$ cat src/rtl/spi_bus_arbiter.sv
// Round-robin arbiter that shares one SPI byte master between N_REQ chip-select-framed clients.
// Begin pulses from waiting clients are latched and replayed once that client owns the bus.
module spi_bus_arbiter #(
    parameter int N_REQ      = 2,
    parameter int GAP_CYCLES = 16
) (
    input  logic               clk,
    input  logic               rst,
    input  logic [N_REQ-1:0]   req_cs,
    input  logic [N_REQ-1:0]   req_tx_begin,
    input  logic [8*N_REQ-1:0] req_tx_data,
    output logic [N_REQ-1:0]   req_tx_end,
    output logic [7:0]         req_rx_data,
    output logic [N_REQ-1:0]   req_grant,
    output logic               m_tx_begin,
    output logic [7:0]         m_tx_data,
    input  logic               m_tx_end,
    input  logic [7:0]         m_rx_data,
    output logic [N_REQ-1:0]   spi_cs_n,
    output logic               protocol_err
);
    localparam int IDX_W = (N_REQ > 1) ? $clog2(N_REQ) : 1;
    localparam int CNT_W = (GAP_CYCLES > 1) ? $clog2(GAP_CYCLES) : 1;
    localparam logic [CNT_W-1:0] GAP_LAST = CNT_W'(GAP_CYCLES - 1);

    typedef enum logic [1:0] {
        S_IDLE,
        S_ACTIVE,
        S_XFER,
        S_RELEASE
    } state_t;

    state_t           state_q, state_d;
    logic [IDX_W-1:0] owner_q, owner_d;
    logic [IDX_W-1:0] rr_q, rr_d;
    logic [CNT_W-1:0] gap_cnt_q, gap_cnt_d;
    logic [N_REQ-1:0] grant_q, grant_d;
    logic [N_REQ-1:0] cs_n_q, cs_n_d;
    logic [N_REQ-1:0] tx_end_q, tx_end_d;
    logic [7:0]       rx_data_q, rx_data_d;
    logic             m_begin_q, m_begin_d;
    logic [7:0]       m_data_q, m_data_d;
    logic             err_q, err_d;

    logic [N_REQ-1:0] pend_vec;
    logic [N_REQ-1:0] begin_ok;
    logic [N_REQ-1:0] begin_bad;
    logic [7:0]       pdata_vec [N_REQ];
    logic [7:0]       cdata_vec [N_REQ];

    logic             arb_found;
    logic [IDX_W-1:0] arb_idx;
    logic [N_REQ-1:0] arb_onehot;
    logic [N_REQ-1:0] owner_onehot;
    logic             owner_start;
    logic [7:0]       owner_byte;

    function automatic logic [IDX_W-1:0] wrap_idx(input int v);
        return (v >= N_REQ) ? IDX_W'(v - N_REQ) : IDX_W'(v);
    endfunction

    for (genvar gi = 0; gi < N_REQ; gi++) begin : g_client
        logic       pend_q, pend_d;
        logic [7:0] pdata_q, pdata_d;
        logic       is_owner;
        logic       in_xfer;
        logic       served;

        assign is_owner       = (owner_q == IDX_W'(gi));
        assign in_xfer        = (state_q == S_XFER) && is_owner;
        assign served         = (state_q == S_ACTIVE) && is_owner;
        assign cdata_vec[gi]  = req_tx_data[8*gi +: 8];
        assign begin_bad[gi]  = req_tx_begin[gi] && (pend_q || in_xfer);
        assign begin_ok[gi]   = req_tx_begin[gi] && !pend_q && !in_xfer;
        assign pend_vec[gi]   = pend_q;
        assign pdata_vec[gi]  = pdata_q;

        // While the owner sits in ACTIVE its byte is either replayed or forwarded directly.
        always_comb begin
            pend_d  = pend_q;
            pdata_d = pdata_q;
            if (served) begin
                pend_d = 1'b0;
            end else if (begin_ok[gi]) begin
                pend_d  = 1'b1;
                pdata_d = cdata_vec[gi];
            end
        end

        always_ff @(posedge clk) begin
            if (rst) begin
                pend_q  <= 1'b0;
                pdata_q <= 8'h00;
            end else begin
                pend_q  <= pend_d;
                pdata_q <= pdata_d;
            end
        end
    end

    // First low request scanning rr_q, rr_q+1, ...; lowest offset wins.
    always_comb begin
        arb_found = 1'b0;
        arb_idx   = rr_q;
        for (int k = N_REQ - 1; k >= 0; k--) begin
            if (!req_cs[wrap_idx(int'(rr_q) + k)]) begin
                arb_found = 1'b1;
                arb_idx   = wrap_idx(int'(rr_q) + k);
            end
        end
    end

    assign arb_onehot   = N_REQ'(1) << arb_idx;
    assign owner_onehot = N_REQ'(1) << owner_q;
    assign owner_start  = pend_vec[owner_q] || begin_ok[owner_q];
    assign owner_byte   = pend_vec[owner_q] ? pdata_vec[owner_q] : cdata_vec[owner_q];

    always_comb begin
        state_d   = state_q;
        owner_d   = owner_q;
        rr_d      = rr_q;
        gap_cnt_d = gap_cnt_q;
        grant_d   = grant_q;
        cs_n_d    = cs_n_q;
        tx_end_d  = '0;
        rx_data_d = rx_data_q;
        m_begin_d = 1'b0;
        m_data_d  = m_data_q;
        err_d     = err_q | (|begin_bad);

        case (state_q)
            S_IDLE: begin
                if (arb_found) begin
                    state_d = S_ACTIVE;
                    owner_d = arb_idx;
                    grant_d = arb_onehot;
                    cs_n_d  = ~arb_onehot;
                end
            end
            S_ACTIVE: begin
                if (owner_start) begin
                    state_d   = S_XFER;
                    m_begin_d = 1'b1;
                    m_data_d  = owner_byte;
                end else if (req_cs[owner_q]) begin
                    state_d   = S_RELEASE;
                    grant_d   = '0;
                    cs_n_d    = '1;
                    gap_cnt_d = '0;
                    rr_d      = wrap_idx(int'(owner_q) + 1);
                end
            end
            S_XFER: begin
                if (m_tx_end) begin
                    state_d   = S_ACTIVE;
                    rx_data_d = m_rx_data;
                    tx_end_d  = owner_onehot;
                end
            end
            S_RELEASE: begin
                // Arbitrating in the last gap cycle keeps all-CS-high to exactly GAP_CYCLES.
                if (gap_cnt_q == GAP_LAST) begin
                    if (arb_found) begin
                        state_d = S_ACTIVE;
                        owner_d = arb_idx;
                        grant_d = arb_onehot;
                        cs_n_d  = ~arb_onehot;
                    end else begin
                        state_d = S_IDLE;
                    end
                end else begin
                    gap_cnt_d = gap_cnt_q + 1'b1;
                end
            end
            default: state_d = S_IDLE;
        endcase
    end

    always_ff @(posedge clk) begin
        if (rst) begin
            state_q   <= S_IDLE;
            owner_q   <= '0;
            rr_q      <= '0;
            gap_cnt_q <= '0;
            grant_q   <= '0;
            cs_n_q    <= '1;
            tx_end_q  <= '0;
            rx_data_q <= 8'h00;
            m_begin_q <= 1'b0;
            m_data_q  <= 8'h00;
            err_q     <= 1'b0;
        end else begin
            state_q   <= state_d;
            owner_q   <= owner_d;
            rr_q      <= rr_d;
            gap_cnt_q <= gap_cnt_d;
            grant_q   <= grant_d;
            cs_n_q    <= cs_n_d;
            tx_end_q  <= tx_end_d;
            rx_data_q <= rx_data_d;
            m_begin_q <= m_begin_d;
            m_data_q  <= m_data_d;
            err_q     <= err_d;
        end
    end

    assign req_tx_end   = tx_end_q;
    assign req_rx_data  = rx_data_q;
    assign req_grant    = grant_q;
    assign m_tx_begin   = m_begin_q;
    assign m_tx_data    = m_data_q;
    assign spi_cs_n     = cs_n_q;
    assign protocol_err = err_q;

endmodule

$ cat config.mk
export PLATFORM = sky130hd
export DESIGN_NAME = spi_bus_arbiter
export DESIGN_NICKNAME = d
export VERILOG_FILES = /design/src/rtl/spi_bus_arbiter.sv
export SDC_FILE = /design/constraint.sdc
export NUM_CORES = 1
export LEC_CHECK = 0
export CAP_MARGIN = 20
export CORE_MARGIN = 4
export CORE_UTILIZATION = 44
export DETAILED_ROUTE_END_ITERATION = 16
export PLACE_DENSITY = 0.78
export SKIP_LAST_GASP = 1
export SYNTH_ARGS = -nofsm -noshare
export SYNTH_HDL_FRONTEND = slang
export SYNTH_SLANG_ARGS = --single-unit
$ cat constraint.sdc
create_clock -name clk -period 1.4 [get_ports clk]
set_input_delay 0.28 -clock clk [delete_from_list [all_inputs] [get_ports clk]]
set_output_delay 0.28 -clock clk [all_outputs]
set_load 0.05 [all_outputs]
==> summary.txt <==
Global route
  – Grt peak-use layer: met2
  – GR met2 Demand/Resource: 34.52%
  – Routing usage on met3: 4.821%
  – Pin count of the biggest net entering global routing: 15
  – Routing usage on met1: 24.01%
  – Total grt overflow: 0
  – First-pass GRT wire length: 10050 um
  – Antenna violations before repair: 0
  – GRT Overall Usage: 19.90%
  – Vias in the first global route: 2165

Layout
  – Sequential Area: 1012 um2
  – Finished Core Util: 71.10%
  – Fillers: 374
  – Footprint of the multi-input gates: 1295 um2
  – Nets@finish: 361
  – Most frequent cells in the layout: dfxtp_1, buf_4, mux2i_1
  – Area grow syn2layout: 57.08%
  – Most common cell after layout, fill and taps aside: dfxtp_1
  – Share of cells above drive strength 1: 31.52%
  – Antenna cells: 0

Power and ir drop
  – LEAKAGE: 1.480 nW
  – Total power: 0.004100 W
  – Pwr dens: 1136 nW/um2
  – Peak supply drop: 0.0006818 V

Timing
  – Transition time of the tightest slew-check pin: 0.3602 ns
  – Hold WS: 0.4876 ns
  – Post-Route Setup TNS: -0.9236 ns
  – Period minus WS final: 1.476 ns
  – F_max: 0.6776 GHz
  – Final Skew: 0.01006 ns
  – Slew Limit Headroom: 75.81%
  – Final Hold Viols: 0
  – Slew Limit Fails: 0
  – Period utilization: 105.4%
  – Worst setup margin: -0.07589 ns
  – Final setup viols: 19
  – RSZ-0062 raised after global routing: yes

Floorplanning
  – Row count: 26
  – IO Pins: 55
  – Die area: 6441 um2
  – Die Wd: 80.26 um
  – Initial core utilization: 45.27%
  – Chip height: 80.26 um
  – Core area: 5075 um2

Critical path
  – Crit start category: flop
  – Worst-path cell chain: and2b_2 -> o211ai_4 -> a21oi_4 -> buf_6 -> a32o_1
  – Critical Path RT: 1.60 ns
  – Crit path kind: flop to flop
  – Worst Path Arrival: 1.68 ns
  – R2r endpoint: m_tx_data[0]$_SDFFE_PP0P_
  – CP max stage delay: 0.40 ns
  – Worst reg-to-reg path cell count: 5
  – Type of destination of the critical path: flop
  – Crit Path Max Fanout: 7
  – R2r startpoint: state_q[0]$_SDFFE_PP0P_
  – CP max stage cell: dfxtp_4
  – R2R Setup Slk: -0.08 ns

Synth
  – Cells after synthesis: 245
  – Synth Cell Area: 2297 um2
  – Avg Cell Area, Syn: 9.376 um2
  – Area leader, netlist: dfxtp_1
  – Area contributors post-synth: dfxtp_1, mux2i_1, nand2_1, nor2_1, a21oi_1
  – Synth top area share: 43.57%
  – Synth cell types: 46
  – Total nets after synthesis: 277
  – Seq cells post-synth: 50
  – Synth async-reset ratio: 0%
  – Post-synth EDFFs: 0
  – Main synth FF type: dfxtp_1
  – Yosys warns: 0
  – Register area share after synthesis: 43.57%

Hold path
  – Min-delay src: req_cs[1]
  – Hold path endpoint: req_grant[1]$_SDFFE_PP0P_
  – Worst hold path depth: 3
  – Worst hold path type: input pin to flop

Route
  – DRT Pass-1 Iters: 4
  – DRC viols: 0
  – Antenna Nets Post-Route: 0
  – Detailed-route via count: 2134
  – 1st-iter DRT viols: 157
  – Vias per inst: 5.335
  – Final WL: 6215 um
  – Drt wl/cell: 15.54 um

Placement
  – Setup WS pre-CTS: -0.3269 ns
  – Half-perimeter wire length after placement: 4419 um
  – Count of input and output buffers: 54
  – Gp weighted congestion: 0.8500

Clocking
  – CTS root buf: clkbuf_8
  – CTS clk-pin slew, worst paths: 0.09 ns
  – CTS tree: built
  – CTS buffer count: 5
  – CTS Sinks: 50
  – Worst-Skew Late Latency: 0.31 ns
  – H-tree depth: 2
  – Max Buffers Root-to-Sink: 2

Status
  – Outcome: finished, violations left
  – Failing checks: setup timing

Flow run
  – MaxCap Viol Count: 0
[cell usage after synthesis (2+ instances only)]
cell      count
a211oi_1      4
a21oi_1      15
a32o_1        7
and2b_1       2
and3_1        2
buf_2         3
buf_4         4
buf_6         2
clkbuf_1      6
dfxtp_1      50
inv_1         4
mux2_2        2
mux2i_1      31
nand2_1      32
nand2b_1      3
nand3_1      12
nor2_1       23
nor2b_1       2
nor3_1        5
o211ai_1      3
o21ai_0       5
o221a_2       2
or3_1         2
xnor2_1       2
[critical path: cells and delay by family, from the launching register on]
kind / cells / cell delay, ns
AO/OA/AOI/OAI: 3 / 0.55
buffers and inverters: 1 / 0.14
flip-flops: 1 / 0.40
AND/OR/NAND/NOR: 1 / 0.27
[logic make-up after synthesis]
| kind of cell | synth area share [%] |
|---|---|
| and+or+nand+nor | 18.08 |
| DFF | 43.57 |
| AOI/OAI and AO/OA | 16.45 |
| muxes | 15.47 |
| buffers and inverters | 4.738 |
| xor gates and xnor gates | 1.144 |
| adders and majority gates | 0.5446 |
[state kept, by name, indices dropped and copies added (netlist names)]
register,cells
spi_cs_n,2
req_grant,2
req_tx_end,2
g_client.is_owner,1
g_client.pdata_q,16
g_client.pend_q,2
m_tx_begin,1
gap_cnt_q,4
req_rx_data,8
state_q,2
rr_q,1
protocol_err,1
m_tx_data,8
[routing by layer]
metal | up-vias | part of all wire [%]
met5 | - | 0
met4 | 0 | 2.3
met3 | 14 | 6.6
met2 | 66 | 50
met1 | 1018 | 41
li1 | 1036 | -
[per-stage QoR]
stage	cells	cell area (um2)
after floorplan	245	2313
after global placement	387	3356
after detailed placement	387	3356
after CTS	399	3506
after global routing	400	3608
final	400	3608
[worst max-delay path by stage]
| stage | from | to | slack (ns) | cells past startpoint |
|---|---|---|---|---|
| after floorplan | gap_cnt_q[1]$_SDFFE_PP0P_ | spi_cs_n[1]$_SDFFE_PP1P_ | -0.09 | 6 |
| after global placement | req_tx_begin[1] | state_q[0]$_SDFFE_PP0P_ | -0.29 | 5 |
| after detailed placement | req_cs[1] | spi_cs_n[1]$_SDFFE_PP1P_ | -0.33 | 5 |
| after CTS | state_q[0]$_SDFFE_PP0P_ | m_tx_data[6]$_SDFFE_PP0P_ | -0.06 | 5 |
| after global routing | state_q[0]$_SDFFE_PP0P_ | g_client[1].pdata_q[4]$_SDFFE_PP0P_ | -0.12 | 5 |
| final | state_q[0]$_SDFFE_PP0P_ | m_tx_data[0]$_SDFFE_PP0P_ | -0.08 | 5 |
[timing repair]
item / CTS / global route
buffers inserted: 3 / 1
pin swaps: 6 / 6
resized for setup: 9 / 20
setup endpoints to repair: 46 / 41
cloned: 1 / 0
hold buffers: 0 / 0
[where the power goes]
part | switching [W] | internal (W)
clock network | 0.000467 | 0.000399
logic | 0.000766 | 0.000773
registers | 0.000132 | 0.00156
total | 0.00137 | 0.00273
[area by class of cell]
| cell class | instances | area share, % |
|---|---|---|
| Timing Repair Buffer | 92 | 30.69 |
| Clock buffer | 7 | 2.393 |
| Clock inverter | 1 | 0.1387 |
| Multi-Input combinational cell | 176 | 35.89 |
| Tap cell | 70 | 2.427 |
| Inverter | 4 | 0.4161 |
| Sequential cell | 50 | 28.05 |
Note: power is estimated with default switching activity, not from simulation.
